[src/rtl/pooling_pkg.sv]
// pooling_pkg: shared FSM state type, mode encodings and log2 helper for the pooling engine.
package pooling_pkg;
  typedef enum logic [2:0] {IDLE, FETCH, DRAIN, EMIT, DONE} state_t;
  localparam logic MODE_AVG = 1'b0;
  localparam logic MODE_MAX = 1'b1;
  function automatic int log2(input int v);
    return $clog2(v);
  endfunction
endpackage

[src/rtl/pooling_unit_n_if.sv]
// pooling_unit_n_if: control, pixel-read and output-stream signals of the pooling engine.
// master = engine side (drives in_addr, out_*, busy, done); slave = environment side.
interface pooling_unit_n_if #(
  parameter int in_width   = 8,
  parameter int out_width  = 8,
  parameter int n          = 4,
  parameter int side       = 112,
  parameter int addr_width = $clog2(side*side)
);
  localparam int idx_width = $clog2((side/n)**2);
  logic                  en;
  logic                  start;
  logic                  mode;
  logic [addr_width-1:0] in_addr;
  logic [in_width-1:0]   in_pixel;
  logic [out_width-1:0]  out_pixel;
  logic [idx_width-1:0]  out_index;
  logic                  out_valid;
  logic                  out_ready;
  logic                  busy;
  logic                  done;
  modport master (
    input  en, start, mode, in_pixel, out_ready,
    output in_addr, out_pixel, out_index, out_valid, busy, done
  );
  modport slave (
    output en, start, mode, in_pixel, out_ready,
    input  in_addr, out_pixel, out_index, out_valid, busy, done
  );
endinterface

[src/rtl/pool_window_addr_gen.sv]
// pool_window_addr_gen: wx/wy/ox/oy counters producing the pixel read address and window position.
// Ports: step_i advances the in-window element, next_i advances to the next window;
// in_addr_o read address, win_index_o raster window index, last_* flags for the FSM.
module pool_window_addr_gen
  import pooling_pkg::*;
#(
  parameter int n          = 4,
  parameter int side       = 112,
  parameter int addr_width = $clog2(side*side),
  parameter int iw         = $clog2((side/n)**2)
) (
  input  logic                  clk,
  input  logic                  reset_n,
  input  logic                  step_i,
  input  logic                  next_i,
  output logic [addr_width-1:0] in_addr_o,
  output logic [iw-1:0]         win_index_o,
  output logic                  last_in_window_o,
  output logic                  last_window_o
);
  localparam int ln = log2(n);
  localparam int nw = side / n;
  localparam int ow = nw > 1 ? $clog2(nw) : 1;
  logic [ln-1:0] wx_q, wy_q;
  logic [ow-1:0] ox_q, oy_q;
  logic          last_ox;
  assign last_ox          = ox_q == ow'(nw - 1);
  assign last_in_window_o = &{wx_q, wy_q};
  assign last_window_o    = last_ox && oy_q == ow'(nw - 1);
  assign in_addr_o   = addr_width'((int'(oy_q) * n + int'(wy_q)) * side + int'(ox_q) * n + int'(wx_q));
  assign win_index_o = iw'(int'(oy_q) * nw + int'(ox_q));
  // wx/wy wrap on their own (n is a power of two); ox/oy only move on the output
  // handshake so the window position stays valid as out_index during EMIT.
  always_ff @(posedge clk or negedge reset_n) begin
    if (!reset_n) begin
      wx_q <= '0;
      wy_q <= '0;
      ox_q <= '0;
      oy_q <= '0;
    end else begin
      if (step_i) begin
        wx_q <= wx_q + ln'(1);
        wy_q <= &wx_q ? wy_q + ln'(1) : wy_q;
      end
      if (next_i) begin
        ox_q <= last_ox ? '0 : ox_q + ow'(1);
        oy_q <= !last_ox ? oy_q : last_window_o ? '0 : oy_q + ow'(1);
      end
    end
  end
endmodule

[src/rtl/pooling_unit_n.sv]
// pooling_unit_n: reduces non-overlapping n x n windows of a side x side image to one pixel (avg or max).
// Ports: clk, reset_n (async active-low), bus (pooling_unit_n_if.master): en/start/mode control,
// in_addr/in_pixel synchronous memory read, out_pixel/out_index/out_valid/out_ready stream, busy/done.
module pooling_unit_n
  import pooling_pkg::*;
#(
  parameter int in_width   = 8,
  parameter int out_width  = 8,
  parameter int n          = 4,
  parameter int side       = 112,
  parameter int addr_width = $clog2(side*side)
) (
  input logic              clk,
  input logic              reset_n,
  pooling_unit_n_if.master bus
);
  localparam int ln = log2(n);
  localparam int aw = in_width + 2 * ln;
  localparam int iw = $clog2((side/n)**2);
  state_t               state_q, state_d;
  logic                 s_q, new_q, mode_q, done_q;
  logic                 last_in_window, last_window;
  logic [aw-1:0]        acc_q, acc_d, sample;
  logic [in_width-1:0]  res;
  logic [out_width-1:0] out_pixel_q;
  pool_window_addr_gen #(.n(n), .side(side), .addr_width(addr_width), .iw(iw)) u_gen (
    .clk              (clk),
    .reset_n          (reset_n),
    .step_i           (bus.en && state_q == FETCH),
    .next_i           (bus.en && state_q == EMIT && bus.out_ready),
    .in_addr_o        (bus.in_addr),
    .win_index_o      (bus.out_index),
    .last_in_window_o (last_in_window),
    .last_window_o    (last_window)
  );
  // s_q marks in_pixel as data for an address issued in FETCH last cycle;
  // new_q marks that the next flagged sample opens a window and replaces the accumulator.
  always_comb begin
    sample  = aw'(bus.in_pixel);
    acc_d   = !s_q ? acc_q : new_q ? sample : mode_q == MODE_MAX ? (sample > acc_q ? sample : acc_q) : acc_q + sample;
    res     = in_width'(mode_q == MODE_MAX ? acc_d : acc_d >> (2 * ln));
    state_d = state_q;
    case (state_q)
      IDLE:    state_d = bus.start ? FETCH : IDLE;
      FETCH:   state_d = last_in_window ? DRAIN : FETCH;
      DRAIN:   state_d = EMIT;
      EMIT:    state_d = !bus.out_ready ? EMIT : last_window ? DONE : FETCH;
      DONE:    state_d = IDLE;
      default: state_d = IDLE;
    endcase
  end
  // The last sample lands on the DRAIN edge, so the output register takes acc_d, not acc_q.
  always_ff @(posedge clk or negedge reset_n) begin
    if (!reset_n) begin
      state_q     <= IDLE;
      s_q         <= 1'b0;
      new_q       <= 1'b1;
      mode_q      <= MODE_AVG;
      acc_q       <= '0;
      out_pixel_q <= '0;
      done_q      <= 1'b0;
    end else if (bus.en) begin
      state_q     <= state_d;
      s_q         <= state_q == FETCH;
      new_q       <= state_q == DRAIN || (new_q && !s_q);
      mode_q      <= state_q == IDLE && bus.start ? bus.mode : mode_q;
      acc_q       <= acc_d;
      out_pixel_q <= state_q == DRAIN ? res[in_width-1 -: out_width] : out_pixel_q;
      done_q      <= state_q == DONE;
    end
  end
  assign bus.out_pixel = out_pixel_q;
  assign bus.out_valid = state_q == EMIT;
  assign bus.busy      = state_q != IDLE;
  assign bus.done      = done_q;
endmodule

[src/flat_wrapper.sv]
// flat-port wrapper written by rule: the top's interface ports become plain ports
module pooling_unit_n_flat import pooling_pkg::*;
#(
  parameter int in_width   = 8,
  parameter int out_width  = 8,
  parameter int n          = 4,
  parameter int side       = 112,
  parameter int addr_width = $clog2(side*side)
)
  (clk, reset_n, bus_en, bus_start, bus_mode, bus_in_pixel, bus_out_ready, bus_in_addr, bus_out_pixel, bus_out_index, bus_out_valid, bus_busy, bus_done);
  pooling_unit_n_if #(.in_width(in_width), .out_width(out_width), .n(n), .side(side), .addr_width(addr_width)) bus_i ();
  input logic clk;
  input logic reset_n;
  input wire logic [$bits(bus_i.en)-1:0] bus_en;
  input wire logic [$bits(bus_i.start)-1:0] bus_start;
  input wire logic [$bits(bus_i.mode)-1:0] bus_mode;
  input wire logic [$bits(bus_i.in_pixel)-1:0] bus_in_pixel;
  input wire logic [$bits(bus_i.out_ready)-1:0] bus_out_ready;
  output wire logic [$bits(bus_i.in_addr)-1:0] bus_in_addr;
  output wire logic [$bits(bus_i.out_pixel)-1:0] bus_out_pixel;
  output wire logic [$bits(bus_i.out_index)-1:0] bus_out_index;
  output wire logic [$bits(bus_i.out_valid)-1:0] bus_out_valid;
  output wire logic [$bits(bus_i.busy)-1:0] bus_busy;
  output wire logic [$bits(bus_i.done)-1:0] bus_done;
  assign bus_i.en = bus_en;
  assign bus_i.start = bus_start;
  assign bus_i.mode = bus_mode;
  assign bus_i.in_pixel = bus_in_pixel;
  assign bus_i.out_ready = bus_out_ready;
  assign bus_in_addr = bus_i.in_addr;
  assign bus_out_pixel = bus_i.out_pixel;
  assign bus_out_index = bus_i.out_index;
  assign bus_out_valid = bus_i.out_valid;
  assign bus_busy = bus_i.busy;
  assign bus_done = bus_i.done;
  pooling_unit_n #(.in_width(in_width), .out_width(out_width), .n(n), .side(side), .addr_width(addr_width)) u_core (.clk(clk), .reset_n(reset_n), .bus(bus_i));
endmodule
[config.mk]
export PLATFORM = sky130hd
export DESIGN_NAME = pooling_unit_n_flat
export DESIGN_NICKNAME = d
export VERILOG_FILES = /design/src/rtl/pooling_pkg.sv /design/src/rtl/pooling_unit_n_if.sv /design/src/rtl/pool_window_addr_gen.sv /design/src/rtl/pooling_unit_n.sv /design/src/flat_wrapper.sv
export SDC_FILE = /design/constraint.sdc
export NUM_CORES = 1
export LEC_CHECK = 0
export CAP_MARGIN = 20
export CORE_ASPECT_RATIO = 1.4
export CORE_MARGIN = 2
export CORE_UTILIZATION = 54
export DETAILED_ROUTE_END_ITERATION = 12
export PLACE_DENSITY = 0.74
export SLEW_MARGIN = 20
export SYNTH_ARGS = -nofsm -noshare
export SYNTH_HDL_FRONTEND = slang
export SYNTH_SLANG_ARGS = --single-unit
[constraint.sdc]
create_clock -name clk -period 5.1 [get_ports clk]
set_input_delay 1.53 -clock clk [delete_from_list [all_inputs] [get_ports clk]]
set_output_delay 1.53 -clock clk [all_outputs]
set_load 0.02 [all_outputs]
==> results.sh <==
export IMPL_status="completed"
export IMPL_yosysWarnings=0
export IMPL_gr_usage_all_layers_pct=25.3
export IMPL_cellPowerDensity_nw_per_um2=530
export IMPL_synth_cell_types=68
export IMPL_final_setup_skew_ns=0.0140
export IMPL_setup_tns_ns=0
export IMPL_worstPathRequired_ns=3.57
export IMPL_cts_max_level=2
export IMPL_area_delta_synth_final_pct=17.2
export IMPL_syn_nets=510
export IMPL_fillers=625
export IMPL_vias=3520
export IMPL_seqPwrFrac_pct=27.2
export IMPL_route_detailed_wl_per_inst_um=17.3
export IMPL_firstDrtPassIters=5
export IMPL_postSynthCellCount=447
export IMPL_hold_viol=0
export IMPL_fin_ws_ns=0.122
export IMPL_drv_slew=0
export IMPL_gp_congestion=0.912
export IMPL_p_leak_nw=2.00
export IMPL_drcViolationCount=0
export IMPL_preCtsSetupSlack_ns=0.237
export IMPL_synth_edf_count=0
export IMPL_clk_pin_slew_worst_paths_ns=0.09
export IMPL_start_kind="flop"
export IMPL_postRouteAntennaNets=0
export IMPL_grt_start_max_net_pins=42
export IMPL_critPathArrivalTime_ns=3.45
export IMPL_rows=36
export IMPL_antenna_found_initial=0
export IMPL_pwr_share_comb_pct=59.4
export IMPL_fin_cells=577
export IMPL_drtIter0Drc=328
export IMPL_p_switching_mw=1.14
export IMPL_cp_slowest_cell="clkdlybuf4s50_1"
export IMPL_min_delay_start="u_core.bus.out_pixel[1]"
export IMPL_avgViaCountPerCell=6.10
export IMPL_dieArea_um2=8010
export IMPL_crit_path_max_incr_delay_ns=0.64
export IMPL_clockRootBuffer="clkbuf_8"
export IMPL_post_place_cells=569
export IMPL_initial_utilization_pct=56.1
export IMPL_io_pins=49
export IMPL_coreArea_um2=7030
export IMPL_clock_latency_ns=0.31
export IMPL_rr_worst_depth=8
export IMPL_critPathMaxFanout=9
export IMPL_fin_crit_sh_pct=97.6
export IMPL_ys_seq_area_share_pct=26.1
export IMPL_wl_um=9960
export IMPL_crit_path_cell_trace="fa_1 -> ha_1 -> inv_1 -> fa_1 -> xor2_1 -> or3_1 -> xor2_1 -> clkdlybuf4s50_1"
export IMPL_holdPathStages=2
export IMPL_synth_avg_cell_area_um2=8.82
export IMPL_clock_sinks=41
export IMPL_clkPwrFrac_pct=13.4
export IMPL_crit_start="u_core.u_gen.oy_q[0]"
export IMPL_post_cts_buffers=0
export IMPL_first_global_vias=3527
export IMPL_irDropWorstVdd_mv=0.394
export IMPL_end_kind="output port"
export IMPL_sw_frac_of_total_pct=46.7
export IMPL_cts_tree="yes"
export IMPL_layout_common_cells="42 x clkdlybuf4s50_1, 38 x ha_1, 37 x dfrtp_1"
export IMPL_reg2reg_from="u_core.acc_q[6]"
export IMPL_synth_main_ff_cell="dfrtp_1"
export IMPL_finalNetCount=544
export IMPL_die_height_um=105
export IMPL_max_freq_mhz=201
export IMPL_syn_area_um2=3940
export IMPL_mostFrequentLayoutCell="clkdlybuf4s50_1"
export IMPL_synth_async_reset_ratio_pct=100
export IMPL_cts_buffers_inserted=5
export IMPL_hp_class="flop to flop"
export IMPL_clock_path_buffers=2
export IMPL_path_class="flop to output port"
export IMPL_worst_slew_pin_slew_ns=0.900
export IMPL_diodes=0
export IMPL_relSlewSlack_pct=40.0
export IMPL_dieWidth_um=76.2
export IMPL_synth_seq_cells=41
export IMPL_setup_viol=0
export IMPL_portBuffers=48
export IMPL_final_util_pct=65.7
export IMPL_period_needed_ns=4.98
export IMPL_drive_above_1_share_pct=8.92
export IMPL_gr_total_overflow=0
export IMPL_dp_hpwl_um=7660
export IMPL_grt_pass1_wl_um=16500
export IMPL_maxCapViolCount=0
export IMPL_internal_power_mw=1.30
[cell usage after synthesis (all sizes together) (4+ instances only)]
cell type	number	share of area (%)
and3	7	1.1
a21o	9	1.7
o2bb2ai	5	1.1
buf	7	1.2
a21oi	27	3.4
nand3	9	1.1
nand4	4	0.63
xor2	15	3.3
mux2i	7	1.8
o21ai	33	4.3
a221oi	6	1.7
nor3	13	1.7
a211oi	5	1.5
xnor2	12	2.7
o22ai	4	0.63
clkbuf	17	1.6
nand2b	6	0.95
or3	4	0.63
dfrtp	40	25
o21a	7	1.4
inv	27	2.6
fa	11	5.6
nor4	6	1.1
nor2	32	3.1
mux2	8	2.3
ha	38	12
nand2	33	3.1
nor2b	6	0.95
[critical path, delay by kind of cell, from the launching register on]
| kind | cells | cell delay [ns] |
|---|---|---|
| XOR/XNOR | 2 | 0.39 |
| buffers and inverters | 2 | 0.71 |
| adder cells (fa/ha/maj) | 3 | 1.15 |
| AND/OR/NAND/NOR | 1 | 0.38 |
| flip-flops | 1 | 0.50 |
[path summary, 6_finish.rpt]
check	endpoint	slack (ns)
max reg2reg	u_core.bus.out_pixel[7]	2.23
min in group asynchronous	u_core.acc_q[0]	1.34
max in group asynchronous	u_core.u_gen.oy_q[2]	3.12
min	u_core.bus.out_pixel[1]	0.51
min reg2reg	u_core.bus.out_pixel[1]	0.51
max	bus_out_index[7]	0.12
[power groups by stage]
stage	sequential (mW)	combinational [mW]	clock [mW]
after floorplan	0.598	1.07	0
final	0.666	1.45	0.328
after global routing	0.688	1.59	0.345
after global placement	0.659	1.42	0
after CTS	0.658	1.45	0.331
after detailed placement	0.665	1.44	0
[repair_timing]
| action | 4_1_cts | 5_1_grt |
|---|---|---|
| hold endpoints to repair | 0 | 0 |
| hold buffers | 0 | 0 |
| resized for setup | 4 | 8 |
| setup endpoints to repair | 5 | 4 |
[registers in the layout, summed over array words and instances, names as in the netlist, 2 cells and up]
register	count
u_core.u_gen.wy_q	2
u_core.u_gen.wx_q	2
u_core.state_q	3
u_core.acc_q	12
u_core.bus.out_pixel	8
u_core.u_gen.ox_q	5
u_core.u_gen.oy_q	5
[cell families (layout without fill, tap and decap cells)]
family	Yosys count	after routing	synth area share, %
AO/OA/AOI/OAI	133	133	24.1
AND/OR/NAND/NOR	131	131	16.7
buffers and inverters	51	86	5.40
adder cells (fa/ha/maj)	49	49	17.7
flip-flops	41	41	26.1
XOR/XNOR	27	27	6.00
multiplexers	15	15	4.06
[through the flow]
stage / hold WS, ns / instance area [um^2] / power (mW)
after floorplan: 0.509 / 3940 / 1.66
after global placement: 0.481 / 4450 / 2.07
after CTS: 0.513 / 4590 / 2.44
after global routing: 0.564 / 4620 / 2.62
after detailed placement: 0.489 / 4450 / 2.10
final: 0.508 / 4620 / 2.45
[area by class of cell]
cell class / instances / area, um^2 / area share (%)
timing repair buffer: 51 / 507 / 11.0
multi-input combinational: 355 / 2720 / 59.0
clock inverter: 3 / 68.8 / 1.49
inverter: 27 / 101 / 2.19
sequential: 41 / 1030 / 22.3
clock buffer: 5 / 68.8 / 1.49
tap: 95 / 119 / 2.57
[per-layer routing]
metal	part of all wire, %	GRT usage (%)
met1	40	27.9
met2	53	48.2
met3	3.9	3.20
met4	3.5	10.5
met5	0	0
No activity file was read; power rests on OpenSTA's default activity.
